**src/rtl/debug_pkg.sv**
```systemverilog
// Shared types and constants for the debug dump sequencer: FSM state codes,
// dump phase codes and the default word geometry.
package debug_pkg;

    localparam int DATA_W_DEF     = 32;
    localparam int BYTES_PER_WORD = DATA_W_DEF / 8;

    typedef enum logic [3:0] {
        ST_IDLE    = 4'd0,
        ST_CAP_PC  = 4'd1,
        ST_SET_REG = 4'd2,
        ST_CAP_REG = 4'd3,
        ST_SET_MEM = 4'd4,
        ST_CAP_MEM = 4'd5,
        ST_SEND    = 4'd6,
        ST_GAP     = 4'd7,
        ST_FINISH  = 4'd8
`ifdef DUMP_CHECKSUM_EN
        ,
        ST_CHK     = 4'd9
`endif
    } state_t;

    typedef enum logic [1:0] {
        PH_PC  = 2'd0,
        PH_REG = 2'd1,
        PH_MEM = 2'd2
`ifdef DUMP_CHECKSUM_EN
        ,
        PH_CHK = 2'd3
`endif
    } phase_t;

endpackage

```
**src/rtl/word_serializer.sv**
```systemverilog
// Holds one dump word and presents it MSB-first as bytes; each advance shifts
// the next byte to the head. last flags that the head byte ends the word.
module word_serializer #(
    parameter int DATA_W = 32,
    parameter int BPW    = debug_pkg::BYTES_PER_WORD
) (
    input  logic              clk,
    input  logic              rst_n,
    input  logic              load,
    input  logic [DATA_W-1:0] data,
    input  logic              advance,
    output logic [7:0]        head,
    output logic              last
);

    localparam int CW = (BPW > 1) ? $clog2(BPW) : 1;

    logic [DATA_W-1:0] shift;
    logic [CW-1:0]     cnt;

    always_ff @(posedge clk or negedge rst_n) begin
        if (!rst_n) begin
            shift <= '0;
            cnt   <= '0;
        end else if (load) begin
            shift <= data;
            cnt   <= '0;
        end else if (advance) begin
            shift <= shift << 8;
            cnt   <= cnt + 1'b1;
        end
    end

    assign head = shift[DATA_W-1 -: 8];
    assign last = (cnt == CW'(BPW - 1));

endmodule

```
**src/rtl/debug_dump_sequencer.sv**
```systemverilog
// Streams PC, register file and data memory over the UART TX FIFO, one byte per
// two or more cycles. Define DUMP_CHECKSUM_EN to append an XOR checksum byte.
module debug_dump_sequencer
    import debug_pkg::*;
#(
    parameter int DATA_W   = DATA_W_DEF,
    parameter int REG_ADDR = 5,
    parameter int MEM_ADDR = 5,
    parameter int NUM_REGS = 32,
    parameter int NUM_MEM  = 32
) (
    input  logic                i_clock,
    input  logic                i_reset,
    input  logic                i_start,
    input  logic                i_tx_full,
    input  logic [DATA_W-1:0]   i_pc,
    input  logic [DATA_W-1:0]   i_reg_data,
    input  logic [DATA_W-1:0]   i_mem_data,
    output logic [REG_ADDR-1:0] o_addr_ID,
    output logic [MEM_ADDR-1:0] o_addr_M,
    output logic [7:0]          o_tx_data,
    output logic                o_wr,
    output logic                o_busy,
    output logic                o_done,
    output state_t              o_state
);

    state_t              state, state_d;
    phase_t              phase, phase_d;
    logic [REG_ADDR-1:0] reg_cnt, reg_cnt_d, addr_id_d;
    logic [MEM_ADDR-1:0] mem_cnt, mem_cnt_d, addr_m_d;
    logic                last_sent, last_sent_d;
    logic [7:0]          tx_d;
    logic                wr_d, busy_d, done_d;
    logic                ser_load, ser_adv, ser_last;
    logic [DATA_W-1:0]   ser_data;
    logic [7:0]          ser_head;
`ifdef DUMP_CHECKSUM_EN
    logic [7:0]          chk, chk_d;
`endif

    word_serializer #(.DATA_W(DATA_W), .BPW(DATA_W / 8)) u_ser (
        .clk     (i_clock),
        .rst_n   (i_reset),
        .load    (ser_load),
        .data    (ser_data),
        .advance (ser_adv),
        .head    (ser_head),
        .last    (ser_last)
    );

    always_comb begin
        state_d     = state;
        phase_d     = phase;
        reg_cnt_d   = reg_cnt;
        mem_cnt_d   = mem_cnt;
        last_sent_d = last_sent;
        addr_id_d   = o_addr_ID;
        addr_m_d    = o_addr_M;
        tx_d        = o_tx_data;
        wr_d        = 1'b0;
        busy_d      = o_busy;
        done_d      = 1'b0;
        ser_load    = 1'b0;
        ser_data    = '0;
        ser_adv     = 1'b0;
`ifdef DUMP_CHECKSUM_EN
        chk_d       = chk;
`endif
        case (state)
            ST_IDLE: begin
                if (i_start) begin
                    state_d = ST_CAP_PC;
                    busy_d  = 1'b1;
                end
            end
            ST_CAP_PC: begin
                ser_load = 1'b1;
                ser_data = i_pc;
                phase_d  = PH_PC;
`ifdef DUMP_CHECKSUM_EN
                chk_d    = 8'h00;
`endif
                state_d  = ST_SEND;
            end
            // Address goes out in SET_x; read data is valid one cycle later.
            ST_SET_REG: begin
                addr_id_d = reg_cnt;
                state_d   = ST_CAP_REG;
            end
            ST_CAP_REG: begin
                ser_load = 1'b1;
                ser_data = i_reg_data;
                phase_d  = PH_REG;
                state_d  = ST_SEND;
            end
            ST_SET_MEM: begin
                addr_m_d = mem_cnt;
                state_d  = ST_CAP_MEM;
            end
            ST_CAP_MEM: begin
                ser_load = 1'b1;
                ser_data = i_mem_data;
                phase_d  = PH_MEM;
                state_d  = ST_SEND;
            end
            ST_SEND: begin
                if (!i_tx_full) begin
                    wr_d        = 1'b1;
                    tx_d        = ser_head;
                    ser_adv     = 1'b1;
                    last_sent_d = ser_last;
`ifdef DUMP_CHECKSUM_EN
                    chk_d       = chk ^ ser_head;
`endif
                    state_d     = ST_GAP;
                end
            end
            // One idle cycle after every write lets the FIFO full flag catch up.
            ST_GAP: begin
                if (!last_sent) begin
                    state_d = ST_SEND;
                end else begin
                    case (phase)
                        PH_PC: begin
                            reg_cnt_d = '0;
                            state_d   = ST_SET_REG;
                        end
                        PH_REG: begin
                            if (reg_cnt < REG_ADDR'(NUM_REGS - 1)) begin
                                reg_cnt_d = reg_cnt + 1'b1;
                                state_d   = ST_SET_REG;
                            end else begin
                                mem_cnt_d = '0;
                                state_d   = ST_SET_MEM;
                            end
                        end
                        PH_MEM: begin
                            if (mem_cnt < MEM_ADDR'(NUM_MEM - 1)) begin
                                mem_cnt_d = mem_cnt + 1'b1;
                                state_d   = ST_SET_MEM;
                            end else begin
`ifdef DUMP_CHECKSUM_EN
                                state_d   = ST_CHK;
`else
                                state_d   = ST_FINISH;
`endif
                            end
                        end
                        default: state_d = ST_FINISH;
                    endcase
                end
            end
`ifdef DUMP_CHECKSUM_EN
            ST_CHK: begin
                if (!i_tx_full) begin
                    wr_d        = 1'b1;
                    tx_d        = chk;
                    phase_d     = PH_CHK;
                    last_sent_d = 1'b1;
                    state_d     = ST_GAP;
                end
            end
`endif
            ST_FINISH: begin
                done_d    = 1'b1;
                busy_d    = 1'b0;
                addr_id_d = '0;
                addr_m_d  = '0;
                reg_cnt_d = '0;
                mem_cnt_d = '0;
                state_d   = ST_IDLE;
            end
            default: state_d = ST_IDLE;
        endcase
    end

    always_ff @(posedge i_clock or negedge i_reset) begin
        if (!i_reset) begin
            state     <= ST_IDLE;
            phase     <= PH_PC;
            reg_cnt   <= '0;
            mem_cnt   <= '0;
            last_sent <= 1'b0;
            o_addr_ID <= '0;
            o_addr_M  <= '0;
            o_tx_data <= 8'h00;
            o_wr      <= 1'b0;
            o_busy    <= 1'b0;
            o_done    <= 1'b0;
`ifdef DUMP_CHECKSUM_EN
            chk       <= 8'h00;
`endif
        end else begin
            state     <= state_d;
            phase     <= phase_d;
            reg_cnt   <= reg_cnt_d;
            mem_cnt   <= mem_cnt_d;
            last_sent <= last_sent_d;
            o_addr_ID <= addr_id_d;
            o_addr_M  <= addr_m_d;
            o_tx_data <= tx_d;
            o_wr      <= wr_d;
            o_busy    <= busy_d;
            o_done    <= done_d;
`ifdef DUMP_CHECKSUM_EN
            chk       <= chk_d;
`endif
        end
    end

    assign o_state = state;

endmodule

```
**config.mk**
```make
export PLATFORM = sky130hd
export DESIGN_NAME = debug_dump_sequencer
export DESIGN_NICKNAME = d
export VERILOG_FILES = /design/src/rtl/debug_pkg.sv /design/src/rtl/word_serializer.sv /design/src/rtl/debug_dump_sequencer.sv
export SDC_FILE = /design/constraint.sdc
export NUM_CORES = 1
export LEC_CHECK = 0
export ABC_AREA = 1
export CAP_MARGIN = 25
export CORE_ASPECT_RATIO = 1.4
export CORE_UTILIZATION = 45
export CTS_CLUSTER_DIAMETER = 60
export DETAILED_ROUTE_END_ITERATION = 6
export MAX_ROUTING_LAYER = met4
export PLACE_DENSITY = 0.87
export SETUP_SLACK_MARGIN = 0.4
export SKIP_CTS_REPAIR_TIMING = 1
export SYNTH_ARGS = -nofsm -noshare
export SYNTH_HDL_FRONTEND = slang
export SYNTH_SLANG_ARGS = --single-unit
```
**constraint.sdc**
```tcl
create_clock -name i_clock -period 2.2 [get_ports i_clock]
set_input_delay 0.44 -clock i_clock [delete_from_list [all_inputs] [get_ports i_clock]]
set_output_delay 0.44 -clock i_clock [all_outputs]
set_load 0.05 [all_outputs]
```
# Yosys cells after proc, flatten, opt, wreduce, memory -nomap -nowiden
# Index checks and enable logic that the tools add are counted.
# word_totals
reg_bits	72
out_inout_bits	25
# op_classes
addsub	3
magnitude_cmp	2
n_eq_ne	19
mux	30
bitwise_logic	1
reduce_logical	14
# op_table
cell	n
$pmux W32 S3	1
$mux W32	2
$pmux W5 S2	6
$mux W5	5
$pmux W4 S6	1
$eq A4 B3 Y1 const B	4
$mux W4	4
$pmux W4 S3	1
$add A5 B1 Y5 const B	2
$lt A5 B5 Y1 const B	2
$reduce_bool A2 Y1	5
$ne A3 B3 Y1 const B	3
$eq A4 B2 Y1 const B	2
$ne A2 B2 Y1 const B	3
$pmux W2 S3	1
$reduce_and A2 Y1	3
$mux W1	5
$reduce_and A5 Y1	1
$eq A2 B2 Y1 const B	2
$eq A4 B1 Y1 const B	1
$eq A4 B4 Y1 const B	1
$logic_not A4 Y1	1
$mux W2	2
$reduce_and A4 Y1	1
10 further kinds	10

# Logic depth before layout (Yosys ltp)
# depth
word_depth	5
mapped_depth	9
ltp_nobuf	9

# Modules after synthesis
# From an unflattened synthesis, not the netlist that was laid out.
# hier_totals
cells_unflattened	548
area_unflattened_um2	4040.1
# by_module_without_submodules
module	n_inst	cells_per_inst	area_each_um2	seq_area_each_um2
debug_dump_sequencer	1	365	2457.4	950.9
word_serializer	1	183	1582.8	850.8

# Worst setup path before layout
# No wires, ideal clock.
# synth_path
path_type	reg-to-reg
start	reg state[0] (netlist: o_state[0])
end	reg u_ser.shift[24]
setup_time_ns	0.129
t_arrival_ns	1.645
setup_slack_ns	0.426
stages_incl_launch_ff	9
path_buffers	1
period_less_slack_ns	1.774
path_cell_list	dfrtp_1 > nand2_1 > inv_1 > nand2_2 > nand2_4 > buf_2 > nor2_1 > o21ai_0 > nand3_1
# synth_between
elab_chain_cells	4
elab_cells_between_ends	10
classes_between	4 x eq/ne; 4 x mux; 2 x reduce/logical
# synth_rtl
item	line	rtl
start: declaration	debug_dump_sequencer.sv:28	state_t state, state_d;
start signal: assignment	debug_dump_sequencer.sv:195	state <= state_d;
$eq A4 B3 Y1, or another cell as far along	debug_dump_sequencer.sv:70	case (state)
$reduce_or A3 Y1 (no source line)	-	
$mux W1	debug_dump_sequencer.sv:70	
$mux W32 / $reduce_bool A2 Y1 (equally long branches)	-	
end signal: assignment	word_serializer.sv:26	shift <= data;
end signal: assignment	word_serializer.sv:29	shift <= shift << 8;
end: declaration	word_serializer.sv:18	logic [DATA_W-1:0] shift;
# Parallel ways exist; a longest one is shown, timed or not.
# A chain may end at the register's enable or synchronous reset.

# Worst setup path after layout
# layout_path
start	reg state[2] (netlist: o_state[2])
end	reg u_ser.shift[20]
# The elaborated chain is that of the path after synthesis.

==> metrics.yaml <==
drv_slew: 0
seq_power_share_pct: 29.9
grt-ovfl-total: 0
synth_top_cell_by_area: "dfrtp_1"
ctsHtreeMaxLevel: 3
finalHoldViolations: 0
arrival_ps: 1990
synthTopCellsByArea: "dfrtp_1 46%, nand2_1 24%, nand3_1 5.9%"
grt_pass1_vias: 3981
p_int_mw: 4.04
hp-class: "in -> async"
row_count: 39
powerDensity_mw_per_mm2: 1270
dieWidth_microns: 80.5
synthTopCellsByCount: "252 x nand2_1, 72 x dfrtp_1, 54 x nor2_1, 46 x nand3_1, 34 x inv_1"
clk_root_buffer_cell: "clkbuf_16"
p_leak_nw: 3.06
hpwl_mm: 8.13
cts_num_sinks: 72
numCtsBuffers: 9
clkPwrFrac_pct: 21.3
worstPathMaxFanout: 19
switching_share_pct: 43.6
grt_pass1_wl_mm: 17.8
num_antenna_cells: 0
drtIter0Drc: 220
synth_cell_types: 24
clock_path_buffers: 2
yosys.cell_count.top_type: "nand2_1"
yosysWarnings: 0
totalWireLength_mm: 11.1
grt_use_total_pct: 26.7
layout-drive-gt1-share_pct: 6.55
required_ps: 2450
drtPass1Iterations: 5
gp_congestion: 0.925
io_pins: 125
fillCellCount: 667
start_kind: "flop"
syn_to_final_growth_pct: 45.6
setup_violations: 0
irDropWorstVdd_uv: 738
die_area_sq_mm: 0.00902
synth.avg_cell_area_sq_um: 6.99
ant_nets: 0
rsz0062_at_grt: "yes"
maxCapViolations: 0
grt_start_max_net_pins: 73
initial_core_util_pct: 47.1
critPathKind: "reg -> reg"
worst_slew_pin_slew_ps: 898
synth_top_area_share_pct: 46.4
slew_headroom_pct: 40.1
clock.fmax_mhz: 574
multiInputGateArea_sq_mm: 0.00188
synth_seq_area_share_pct: 46.4
finalClockSkew_ps: 8.86
clk-insertion-delay-late_ps: 330
totalNegativeSetupSlack_ps: 0
cts_tree: "yes"
status: "completed"
combinationalPowerShare_pct: 48.8
synthesis.area_sq_mm: 0.00389
ff_latch_area_sq_mm: 0.00180
crit_path_end_kind: "flop"
finalCriticalPeriod_ps: 1740
synth_edf_count: 0
portBuffers: 124
final_nets: 786
clk_pin_slew_worst_paths_ps: 60
async_flop_share_pct: 100
route.detailed.drc: 0
r2r_cells: 7
synthFlopType: "dfrtp_1"
syn-num-nets: 659
die_y_microns: 112
synth-seq-cells: 72
core_sq_mm: 0.00825
antenna_found_initial: 0
routed_via_density: 5.20
period_share_pct: 79.1
num_vias: 4103
switching_power_mw: 3.12
utilization_pct: 68.6
postSynthCellCount: 556
wl_per_cell_microns: 14.0
power groups by stage:
stage                     sequential [mW]  combinational (mW)  clock, mW
after detailed placement             2.14                3.41          0
after global placement               2.12                3.33          0
after CTS                            2.12                3.46       1.55
after global routing                 2.18                3.90       1.60
final                                2.14                3.50       1.52
after floorplan                      2.49                1.96          0
path summary, 6_finish.rpt:
path | startpoint | to | slack (ps)
setup reg to reg | o_state[2] | u_ser.shift[20] | 460
hold reg to reg | u_ser.shift[31] | o_tx_data[7] | 480
setup / recovery | o_state[2] | u_ser.shift[20] | 460
min in group i_clock | u_ser.shift[31] | o_tx_data[7] | 480
hold / removal | i_reset | u_ser.shift[20] | 230
max in group asynchronous | i_reset | o_state[3] | 1350
cells by family (layout without fill, tap and decap cells):
kind of cell	Yosys count	count (layout)	synth area share, %
AOI/OAI and AO/OA	42	42	5.70
xor gates and xnor gates	2	2	0.451
adders and majority gates	3	3	0.966
buffers and inverters	57	188	6.31
DFF	72	72	46.4
and+or+nand+nor	380	380	40.2
cell usage in the layout (no fill, tap or decap), types with 2 or more instances in the layout:
cell type        netlist  final
xor2_1                 2      2
nand2_4                2      2
o22ai_1                3      3
clkinv_2               0      2
nand2_2                2      2
nor2_1                54     51
nor2_4                 0      2
bufinv_16              0      2
clkinvlp_4             0      2
nand3_1               46     45
nand4_1               16     16
a21oi_1               14     14
clkbuf_16              0      9
dlymetal6s2s_1         0     25
nor2_2                 4      5
buf_4                  3     13
clkdlybuf4s50_1        0     98
ha_1                   3      3
nor3_1                 2      2
dfrtp_1               72     71
nand2_1              252    251
inv_1                 34     34
o21ai_0               23     23
metal layers:
layer	vias to the layer above	GRT usage [%]	routed length, microns	share of wire (%)
met3	30	4.59	757	6.8
met2	176	45.7	5780	52
li1	2023	-	-	-
met1	1874	29.3	4200	38
met4	0	13.1	337	3.0
met5	-	-	0	0
flip-flops by register name, summed over array words and instances, names as in the netlist:
| register | cells |
|---|---|
| last_sent | 1 |
| mem_cnt | 5 |
| o_addr_ID | 5 |
| o_addr_M | 5 |
| o_busy | 1 |
| o_done | 1 |
| o_state | 4 |
| o_tx_data | 8 |
| o_wr | 1 |
| phase | 2 |
| reg_cnt | 5 |
| u_ser.cnt | 2 |
| u_ser.shift | 32 |
critical path, stage by stage, from the launching register on:
cell,delay [ps]
dfrtp_1,460
inv_1,130
nor2_2,120
nand2_1,90
nor2_1,280
buf_4,310
a21oi_1,90
o21ai_0,170
per-stage QoR:
stage               total power [mW]  hold slack, ps  instance area [sq um]  setup slack [ps]  cells
floorplan                       4.45             144                   3890               426    556
global placement                5.45             459                   5250               418    774
detailed placement              5.55             461                   5250               402    774
CTS                             7.13             269                   5560               106    789
global route                    7.68             307                   5660               338    789
finish                          7.16             228                   5660               459    789
area by class of cell:
| class | count | share of cell area [%] |
|---|---|---|
| multi-input combinational | 427 | 33.2 |
| clock buffer | 9 | 3.98 |
| clock inverter | 6 | 1.50 |
| sequential | 72 | 31.9 |
| inverter | 36 | 2.39 |
| timing repair buffer | 137 | 24.8 |
| tap | 102 | 2.26 |
(Power assumes the default switching activity.)
